`src/rtl/arcade_pkg.sv`:
```
// Shared types and constants for the arcade ship-motion path.
// The phase width default is also used by sin_cos and Move_Ship.
package arcade_pkg;

    localparam int unsigned DEF_PHASE_BITS = 10;

    typedef enum logic [1:0] {
        NONE  = 2'd0,
        LEFT  = 2'd1,
        RIGHT = 2'd2
    } rot_dir_t;

    typedef enum logic [1:0] {
        StIdle   = 2'd0,
        StDelay  = 2'd1,
        StRepeat = 2'd2
    } rot_state_t;

    // Both buttons held at once cancel out.
    function automatic rot_dir_t decode_dir(input logic left, input logic right);
        if (left && !right) begin
            return LEFT;
        end else if (right && !left) begin
            return RIGHT;
        end
        return NONE;
    endfunction

endpackage

```
`src/rtl/btn_debounce.sv`:
```
// Two-flop synchronizer followed by a level debouncer for one raw push-button.
module btn_debounce #(
    parameter int unsigned DEBOUNCE_CYCLES = 1000
) (
    input  logic clk_i,
    input  logic rst_ni,
    input  logic btn_i,
    output logic level_o
);

    logic [1:0] sync_q;

    always_ff @(posedge clk_i or negedge rst_ni) begin
        if (!rst_ni) begin
            sync_q <= '0;
        end else begin
            sync_q <= {sync_q[0], btn_i};
        end
    end

    if (DEBOUNCE_CYCLES == 0) begin : g_bypass
        assign level_o = sync_q[1];
    end else begin : g_filter
        localparam int unsigned CW = $clog2(DEBOUNCE_CYCLES + 1);

        logic [CW-1:0] cnt_q, cnt_d;
        logic          level_q, level_d;

        // Any cycle where the input agrees with the accepted level restarts the count.
        always_comb begin
            cnt_d   = '0;
            level_d = level_q;
            if (sync_q[1] != level_q) begin
                if (cnt_q == CW'(DEBOUNCE_CYCLES - 1)) begin
                    level_d = sync_q[1];
                end else begin
                    cnt_d = cnt_q + 1'b1;
                end
            end
        end

        always_ff @(posedge clk_i or negedge rst_ni) begin
            if (!rst_ni) begin
                cnt_q   <= '0;
                level_q <= 1'b0;
            end else begin
                cnt_q   <= cnt_d;
                level_q <= level_d;
            end
        end

        assign level_o = level_q;
    end

endmodule

```
`src/rtl/ship_rotate_ctrl.sv`:
```
// Converts rotate-left/right buttons into the ship heading phase: first step on press,
// auto-repeat after a hold delay, with a rounded sprite index for the bitmap selector.
module ship_rotate_ctrl
    import arcade_pkg::*;
#(
    parameter int unsigned CLK_RATE        = 50_000_000,
    parameter int unsigned STEP_RATE       = 16,
    parameter int unsigned PHASE_BITS      = DEF_PHASE_BITS,
    parameter int unsigned STEP            = 8,
    parameter int unsigned HOLD_TICKS      = 4,
    parameter int unsigned DEBOUNCE_CYCLES = 1000,
    parameter int unsigned SPRITE_BITS     = 4,
    parameter int unsigned INIT_THETA      = 0
) (
    input  logic                   clk,
    input  logic                   resetN,
    input  logic                   left_btn,
    input  logic                   right_btn,
    input  logic                   enable,
    output logic [PHASE_BITS-1:0]  theta,
    output logic                   theta_strobe,
    output logic [SPRITE_BITS-1:0] sprite_idx
);

    localparam int unsigned P     = CLK_RATE / STEP_RATE;
    localparam int unsigned PW    = (P < 2) ? 1 : $clog2(P);
    localparam int unsigned HW    = (HOLD_TICKS < 2) ? 1 : $clog2(HOLD_TICKS);
    localparam int unsigned SHIFT = PHASE_BITS - SPRITE_BITS;

    localparam logic [PHASE_BITS-1:0] STEP_V = PHASE_BITS'(STEP);
    localparam logic [PHASE_BITS-1:0] HALF_V = PHASE_BITS'(1) << (SHIFT - 1);
    localparam logic [PHASE_BITS-1:0] INIT_V = PHASE_BITS'(INIT_THETA);

    if ((CLK_RATE % STEP_RATE) != 0 || P < 2) begin : g_bad_rate
        $error("ship_rotate_ctrl: CLK_RATE/STEP_RATE must be an integer of at least 2");
    end
    if (SPRITE_BITS == 0 || SPRITE_BITS >= PHASE_BITS) begin : g_bad_sprite
        $error("ship_rotate_ctrl: SPRITE_BITS must be in 1..PHASE_BITS-1");
    end

    // Round to the nearest sprite; the add wraps so headings just below full circle give 0.
    function automatic logic [SPRITE_BITS-1:0] round_sprite(input logic [PHASE_BITS-1:0] th);
        logic [PHASE_BITS-1:0] r;
        r = th + HALF_V;
        return SPRITE_BITS'(r >> SHIFT);
    endfunction

    logic     db_left, db_right;
    rot_dir_t dir;

    btn_debounce #(.DEBOUNCE_CYCLES(DEBOUNCE_CYCLES)) u_db_left (
        .clk_i  (clk),
        .rst_ni (resetN),
        .btn_i  (left_btn),
        .level_o(db_left)
    );

    btn_debounce #(.DEBOUNCE_CYCLES(DEBOUNCE_CYCLES)) u_db_right (
        .clk_i  (clk),
        .rst_ni (resetN),
        .btn_i  (right_btn),
        .level_o(db_right)
    );

    assign dir = decode_dir(db_left, db_right);

    rot_state_t            state_q, state_d;
    rot_dir_t              cur_dir_q, cur_dir_d, step_dir;
    logic [HW-1:0]         hold_q, hold_d;
    logic [PW-1:0]         per_q, per_d;
    logic [PHASE_BITS-1:0] theta_q, theta_d;
    logic                  strobe_q;
    logic [SPRITE_BITS-1:0] sprite_q;
    logic                  tick, per_clr, step;

    assign tick  = (per_q == PW'(P - 1));
    assign per_d = (per_clr || tick) ? '0 : per_q + 1'b1;

    always_comb begin
        state_d   = state_q;
        cur_dir_d = cur_dir_q;
        hold_d    = hold_q;
        step_dir  = cur_dir_q;
        per_clr   = 1'b0;
        step      = 1'b0;
        unique case (state_q)
            StIdle: begin
                if (enable && dir != NONE) begin
                    step      = 1'b1;
                    step_dir  = dir;
                    cur_dir_d = dir;
                    hold_d    = '0;
                    per_clr   = 1'b1;
                    state_d   = (HOLD_TICKS == 0) ? StRepeat : StDelay;
                end
            end
            StDelay: begin
                // A reversal also drops to idle; the new direction restarts from there.
                if (!enable || dir != cur_dir_q) begin
                    state_d = StIdle;
                end else if (tick) begin
                    if (hold_q == HW'(HOLD_TICKS - 1)) begin
                        step    = 1'b1;
                        state_d = StRepeat;
                    end else begin
                        hold_d = hold_q + 1'b1;
                    end
                end
            end
            StRepeat: begin
                if (!enable || dir != cur_dir_q) begin
                    state_d = StIdle;
                end else if (tick) begin
                    step = 1'b1;
                end
            end
            default: state_d = StIdle;
        endcase
    end

    always_comb begin
        theta_d = theta_q;
        if (step) begin
            theta_d = (step_dir == LEFT) ? theta_q + STEP_V : theta_q - STEP_V;
        end
    end

    always_ff @(posedge clk or negedge resetN) begin
        if (!resetN) begin
            state_q   <= StIdle;
            cur_dir_q <= NONE;
            hold_q    <= '0;
            per_q     <= '0;
            theta_q   <= INIT_V;
            strobe_q  <= 1'b0;
            sprite_q  <= round_sprite(INIT_V);
        end else begin
            state_q   <= state_d;
            cur_dir_q <= cur_dir_d;
            hold_q    <= hold_d;
            per_q     <= per_d;
            theta_q   <= theta_d;
            strobe_q  <= step;
            sprite_q  <= round_sprite(theta_d);
        end
    end

    assign theta        = theta_q;
    assign theta_strobe = strobe_q;
    assign sprite_idx   = sprite_q;

endmodule

```
`config.mk`:
```
export PLATFORM = sky130hd
export DESIGN_NAME = ship_rotate_ctrl
export DESIGN_NICKNAME = d
export VERILOG_FILES = /design/src/rtl/arcade_pkg.sv /design/src/rtl/btn_debounce.sv /design/src/rtl/ship_rotate_ctrl.sv
export SDC_FILE = /design/constraint.sdc
export NUM_CORES = 1
export LEC_CHECK = 0
export CORE_ASPECT_RATIO = 1.5
export CORE_UTILIZATION = 55
export CTS_CLUSTER_SIZE = 8
export DETAILED_ROUTE_END_ITERATION = 7
export DONT_BUFFER_PORTS = 1
export HOLD_SLACK_MARGIN = 0.02
export PLACE_DENSITY = 0.81
export SYNTH_ARGS = -nofsm -noshare
export SYNTH_HDL_FRONTEND = slang
export SYNTH_SLANG_ARGS = --single-unit
```
`constraint.sdc`:
```
create_clock -name clk -period 5 [get_ports clk]
set_input_delay 1.5 -clock clk [delete_from_list [all_inputs] [get_ports clk]]
set_output_delay 1.5 -clock clk [all_outputs]
set_load 0.02 [all_outputs]
```
* Word-level counts from Yosys, hierarchy flattened
Index checks and enable logic that the tools add are counted. Widths: inputs -> output; s select.
Cells by class: div/mod/pow operators 0, shifts and indexed selects 0, $lt $le $gt $ge 0, add/sub/neg operators 7, mux-type cells 33, multiply operators 0, reductions and logical operators 15, bitwise operators 0, equality and inequality tests 17
Operators by type and width (number):
- $mux 10 | 6
- $mux 2 | 14
- $add 22x1->22 const B | 1
- $eq 22x22->1 const B | 1
- $mux 22 | 1
- $add 10x1->10 const B | 2
- $eq 10x10->1 const B | 2
- $add 10x4->10 const B | 1
- $add 10x6->10 const B | 1
- $ne 2x2->1 const B | 5
- $sub 10x4->10 const B | 1
- $mux 1 | 9
- $ne 3x3->1 const B | 2
- $pmux 2 s3 | 1
- $reduce_and 5->1 | 1
- $eq 2x1->1 const B | 2
- $eq 2x2->1 const B | 2
- $pmux 2 s2 | 1
- $reduce_and 2->1 | 2
- $reduce_and 4->1 | 1
- $reduce_bool 2->1 | 2
- $logic_and 1x1->1 | 3
- $logic_not 1->1 | 3
- $pmux 1 s3 | 1
- 5 further kinds | 7
Storage, ports and cells: ROM bits 0, output and inout port bits 15, latch bits 0, word-level logic and storage cells 85, input bits 5, RAM bits 0, bits in registers 69, memories kept 0

* Logic depth before layout (Yosys ltp)
depth in word-level cells 13, gate-level depth with buffers 12, depth with buffers taken out 11

* Modules after synthesis
From an unflattened synthesis, not the netlist that was laid out.
Second synthesis, totals: cell total of the unflattened synthesis 335, area, all modules 3457.1 um^2
By module, submodules not included:
- ship_rotate_ctrl | instances 1, seq. area each 1001.0 um^2, area an instance 2243.4 um^2, cells an instance 225
- btn_debounce | instances 2, seq. area each 325.3 um^2, area an instance 606.8 um^2, cells an instance 55

* Least setup slack after synthesis
OpenSTA, ideal clock, no wires.
path kind input -> register, start point input port enable, end point register sprite_q[3] (netlist: sprite_idx[3]), required time 4.874 ns, data arrival time 4.095 ns, path buffers 1, setup time 0.126 ns, stages on the path 10, slack 0.779 ns, cells stage by stage or4b_1 -> buf_6 -> mux2i_1 -> ha_1 -> a211o_1 -> nand3_1 -> o2bb2ai_1 -> xnor2_1 -> a311o_1 -> xnor2_1
Between the ends: cells in the longest elaborated chain, start to end 7, elaborated cells on any way between the ends 13, classes of those cells add/sub (1); eq/ne (1); mux (8); reduce/logical (3)
RTL lines:
- start, declared | line ship_rotate_ctrl.sv:19 | input logic enable,
- $logic_and 1x1->1 | line ship_rotate_ctrl.sv:88 | if (enable && dir != NONE) begin
- $mux 2 (2 in a row)
- $eq 2x1->1 | line ship_rotate_ctrl.sv:124 | theta_d = (step_dir == LEFT) ? theta_q + STEP_V : theta_q - STEP_V;
- $mux 10 | line ship_rotate_ctrl.sv:124
- $mux 10 (*) | line ship_rotate_ctrl.sv:123 | if (step) begin
- via theta_d[9] | line ship_rotate_ctrl.sv:71 | logic [PHASE_BITS-1:0] theta_q, theta_d;
- $add 10x6->10 (*) | line ship_rotate_ctrl.sv:44 | r = th + HALF_V;
- end signal, assigned | line ship_rotate_ctrl.sv:136 | sprite_q <= round_sprite(INIT_V);
- end signal, assigned | line ship_rotate_ctrl.sv:144 | sprite_q <= round_sprite(theta_d);
- end, declared | line ship_rotate_ctrl.sv:73 | logic [SPRITE_BITS-1:0] sprite_q;
The timed path passes the listed nets; every way through them passes the cells marked *. A chain may end at the register's enable or synchronous reset.

* Final worst setup path
start point input port enable, end point register sprite_q[3] (netlist: sprite_idx[3])
Between the ends: cells in the longest elaborated chain, start to end 7, elaborated cells on any way between the ends 13, classes of those cells add/sub (1); eq/ne (1); mux (8); reduce/logical (3)
RTL lines (line):
- $logic_and 1x1->1 | ship_rotate_ctrl.sv:88
- $mux 2 (2 in a row)
- $eq 2x1->1 | ship_rotate_ctrl.sv:124
- $mux 10 | ship_rotate_ctrl.sv:124
- $mux 10 (*) | ship_rotate_ctrl.sv:123
- $add 10x6->10 (*) | ship_rotate_ctrl.sv:44
Mark *: on every way between the ends. The rest lies on a longest branch, timed or not.

==> results.json <==
{
  "core_um2": 5870,
  "io_pins": 20,
  "synth_simple_gate_area_share_pct": 22.4,
  "endpoint_kind": "register",
  "ys_ff_latch": 66,
  "synth_xor_area_share_pct": 12.4,
  "cts-buffers-inserted": 9,
  "nets": 359,
  "grt-ovfl-total": 0,
  "crit_chain": "or4b_1 > mux2i_1 > buf_4 > fa_1 > xor2_1 > o21ai_0 > nand4b_1 > a211oi_1 > a32oi_1 > xnor2_1",
  "reg2reg_to": "sprite_idx[3]",
  "ys_seq_area_share_pct": 48.6,
  "setup_viol": 0,
  "fin_ws_ps": 1080,
  "synth_fa_ha_area_share_pct": 4.64,
  "fin_crit_sh_pct": 78.4,
  "drc": 0,
  "critPathMaxFanout": 9,
  "finClkSkew_ps": 8.43,
  "place_ws_ps": 771,
  "ff2ff_path_depth": 12,
  "dieArea_um2": 6500,
  "first_iter_violations": 118,
  "grt_pass1_vias": 2331,
  "ant_nets": 0,
  "post-cts-setup-buffers": 0,
  "rsz0062_at_grt": "no",
  "clockBufferDepth": 2,
  "wl_per_cell_um": 14.0,
  "rrSetupSlack_ps": 1430,
  "fin_util_pct": 62.1,
  "synthArstFlopShare_pct": 100,
  "crit_path_start": "enable",
  "layout_common_cells": "66 x dfrtp_1, 54 x nor2_1, 35 x nand2_1, 24 x xnor2_1, 24 x xor2_1",
  "final_layout_size_suffix_gt1_share_pct": 8.93,
  "synth_edf_count": 0,
  "drv_cap": 0,
  "viasPerCell": 5.51,
  "grt_first_pass_wirelength_um": 10400,
  "clock_sinks": 66,
  "worstPathRequired_ps": 5220,
  "r2r_start": "u_db_left.level_o",
  "met1_usage_pct": 23.8,
  "cts_hold_buffers": 0,
  "totalWireLength_um": 5860,
  "dp_hpwl_um": 4170,
  "power.leakage_nw": 1.66,
  "die_x_um": 66.2,
  "tightest_slew_ps": 720,
  "antenna_found_initial": 0,
  "met3_usage_pct": 4.91,
  "crit_type": "input port to register",
  "clk_pin_slew_ps": 70,
  "peakVddDrop_v": 0.000173,
  "cp_num_buf_inv": 1,
  "synthToLayoutAreaGrowth_pct": 7.41,
  "nFillCells": 481,
  "rows": 34,
  "grt_busiest_layer": "met2",
  "grt_max_degree": 67,
  "layout_commonest_cell": "dfrtp_1",
  "drv_slew": 0,
  "die_y_um": 98.2,
  "synth_area_per_cell_um2": 10.1,
  "synth_mux_area_share_pct": 3.13,
  "vias": 2308,
  "root_buffer": "clkbuf_8",
  "dr.pass1.iters": 4,
  "placed_area_um2": 3440,
  "tritoncts": "yes",
  "start_util_pct": 57.8,
  "crit_end": "sprite_idx[3]",
  "cts-resized-gates": 0,
  "grtUsageTotal_pct": 21.1,
  "fin_crit_ps": 3920,
  "insertion_delay_ps": 340,
  "outcome": "complete, no violations",
  "postSynthCellCount": 336,
  "portBuffers": 0,
  "power_density_nw_per_um2": 288,
  "gr-usage-met2_pct": 35.8,
  "hold_class": "register to register",
  "synth.distinct_cells": 52,
  "synth_compound_area_share_pct": 6.01,
  "synth.yosys.warnings": 0,
  "arrival_ps": 4130,
  "h-tree-depth": 3,
  "cpMaxStageDelayCell": "or4b_1",
  "cpPeakStageDelay_ps": 600,
  "hold_viol": 0,
  "fin_setup_tns_ps": 0,
  "design_area_um2": 3650,
  "crit_family": "simple AND/OR/NAND/NOR gates",
  "diodes": 0,
  "path_depth": 10,
  "globalplace.congestion": 0.827,
  "ys.flop_type": "dfrtp_1",
  "netlist_area_um2": 3400,
  "synth_top_family_by_area": "simple AND/OR/NAND/NOR gates",
  "timing.slew.headroom_pct": 51.4,
  "cp-start-kind": "input port",
  "clock.fmax_mhz": 255
}
## power by group
group,internal (mW),total [mW],switching [mW]
clock network,0.244,0.446,0.202
logic,0.0204,0.0435,0.0231
registers,0.544,0.560,0.0159
total,0.809,1.05,0.240
## synthesized netlist by cell type, types with 2 or more instances
cell	n	area [um^2]
dfrtp_1	66	1650
nor2_1	54	203
nand2_1	35	131
xnor2_1	24	210
xor2_1	24	210
nand3_1	12	60.1
o21ai_0	12	60.1
ha_1	11	138
and3_1	9	56.3
inv_1	9	33.8
nand4_1	7	43.8
mux2_4	5	75.1
a21oi_1	4	20.0
nor4_1	4	25.0
buf_4	3	22.5
nand2b_1	3	18.8
nand4b_1	3	26.3
nor2b_1	3	18.8
nor3_1	3	15.0
a211oi_1	2	15.0
a21o_1	2	15.0
and2_1	2	12.5
and3_2	2	15.0
buf_6	2	22.5
clkbuf_1	2	7.51
mux2i_1	2	20.0
nor4b_1	2	17.5
nor4bb_1	2	20.0
o21bai_1	2	15.0
o2bb2ai_1	2	17.5
or3_1	2	12.5
## worst register-to-register path, cell delays in order, from the launching register on
cell and delay (ps):
dfrtp_1 390, inv_1 70, ha_1 300, or4b_1 650, mux2i_1 180, buf_4 180, fa_1 410, xor2_1 340
o21ai_0 140, nand4b_1 200, a211oi_1 280, a32oi_1 120, xnor2_1 170
## cell families (layout without fill, tap and decap cells)
| logic type | after synthesis | in the layout |
|---|---|---|
| fa+ha+maj | 12 | 12 |
| other cells | 1 | 3 |
| compound gates | 32 | 32 |
| xor+xnor | 48 | 48 |
| simple gates | 152 | 152 |
| buf+inv | 17 | 26 |
| flops | 66 | 66 |
| mux | 8 | 8 |
## metrics by stage
| stage | cells | hold slack [ps] | total power [mW] |
|---|---|---|---|
| floorplan | 338 | 331 | 0.605 |
| global placement | 403 | 332 | 0.611 |
| detailed placement | 403 | 340 | 0.614 |
| CTS | 419 | 351 | 1.06 |
| global route | 419 | 358 | 1.08 |
| finish | 419 | 346 | 1.05 |
## metal layers
metal | up-vias | part of all wire (%)
met5 | - | 0
met4 | 0 | 2.6
li1 | 1148 | -
met3 | 13 | 3.4
met2 | 32 | 52
met1 | 1115 | 42
## worst min path at each step
stage                                to  slack (ps)                start  cells after the start
floorplan           u_db_left.sync_q[1]         330  u_db_left.sync_q[0]                      0
global placement    u_db_left.sync_q[1]         330  u_db_left.sync_q[0]                      0
detailed placement  u_db_left.sync_q[1]         340  u_db_left.sync_q[0]                      0
CTS                 u_db_left.sync_q[1]         350  u_db_left.sync_q[0]                      0
global route        u_db_left.sync_q[1]         360  u_db_left.sync_q[0]                      0
finish              u_db_left.sync_q[1]         350  u_db_left.sync_q[0]                      0
## sequential cells by signal, indices dropped and copies added, names as in the netlist
| register | cells |
|---|---|
| hold_q | 2 |
| theta | 7 |
| per_q | 22 |
| sprite_idx | 4 |
| state_q | 2 |
| u_db_right.level_o | 1 |
| u_db_right.sync_q | 2 |
| u_db_left.g_filter.cnt_q | 10 |
| u_db_left.sync_q | 2 |
| theta_strobe | 1 |
| u_db_right.g_filter.cnt_q | 10 |
| cur_dir_q | 2 |
| u_db_left.level_o | 1 |
## layout make-up
type / count / area, um^2 / area share (%)
Inverter: 9 / 33.8 / 0.926
Timing Repair Buffer: 1 / 7.51 / 0.206
Sequential cell: 66 / 1650 / 45.3
Clock buffer: 10 / 138 / 3.77
Tap cell: 72 / 90.1 / 2.47
Clock inverter: 6 / 66.3 / 1.82
Multi-Input combinational cell: 255 / 1660 / 45.5
Power figures use the tool's default switching activity.
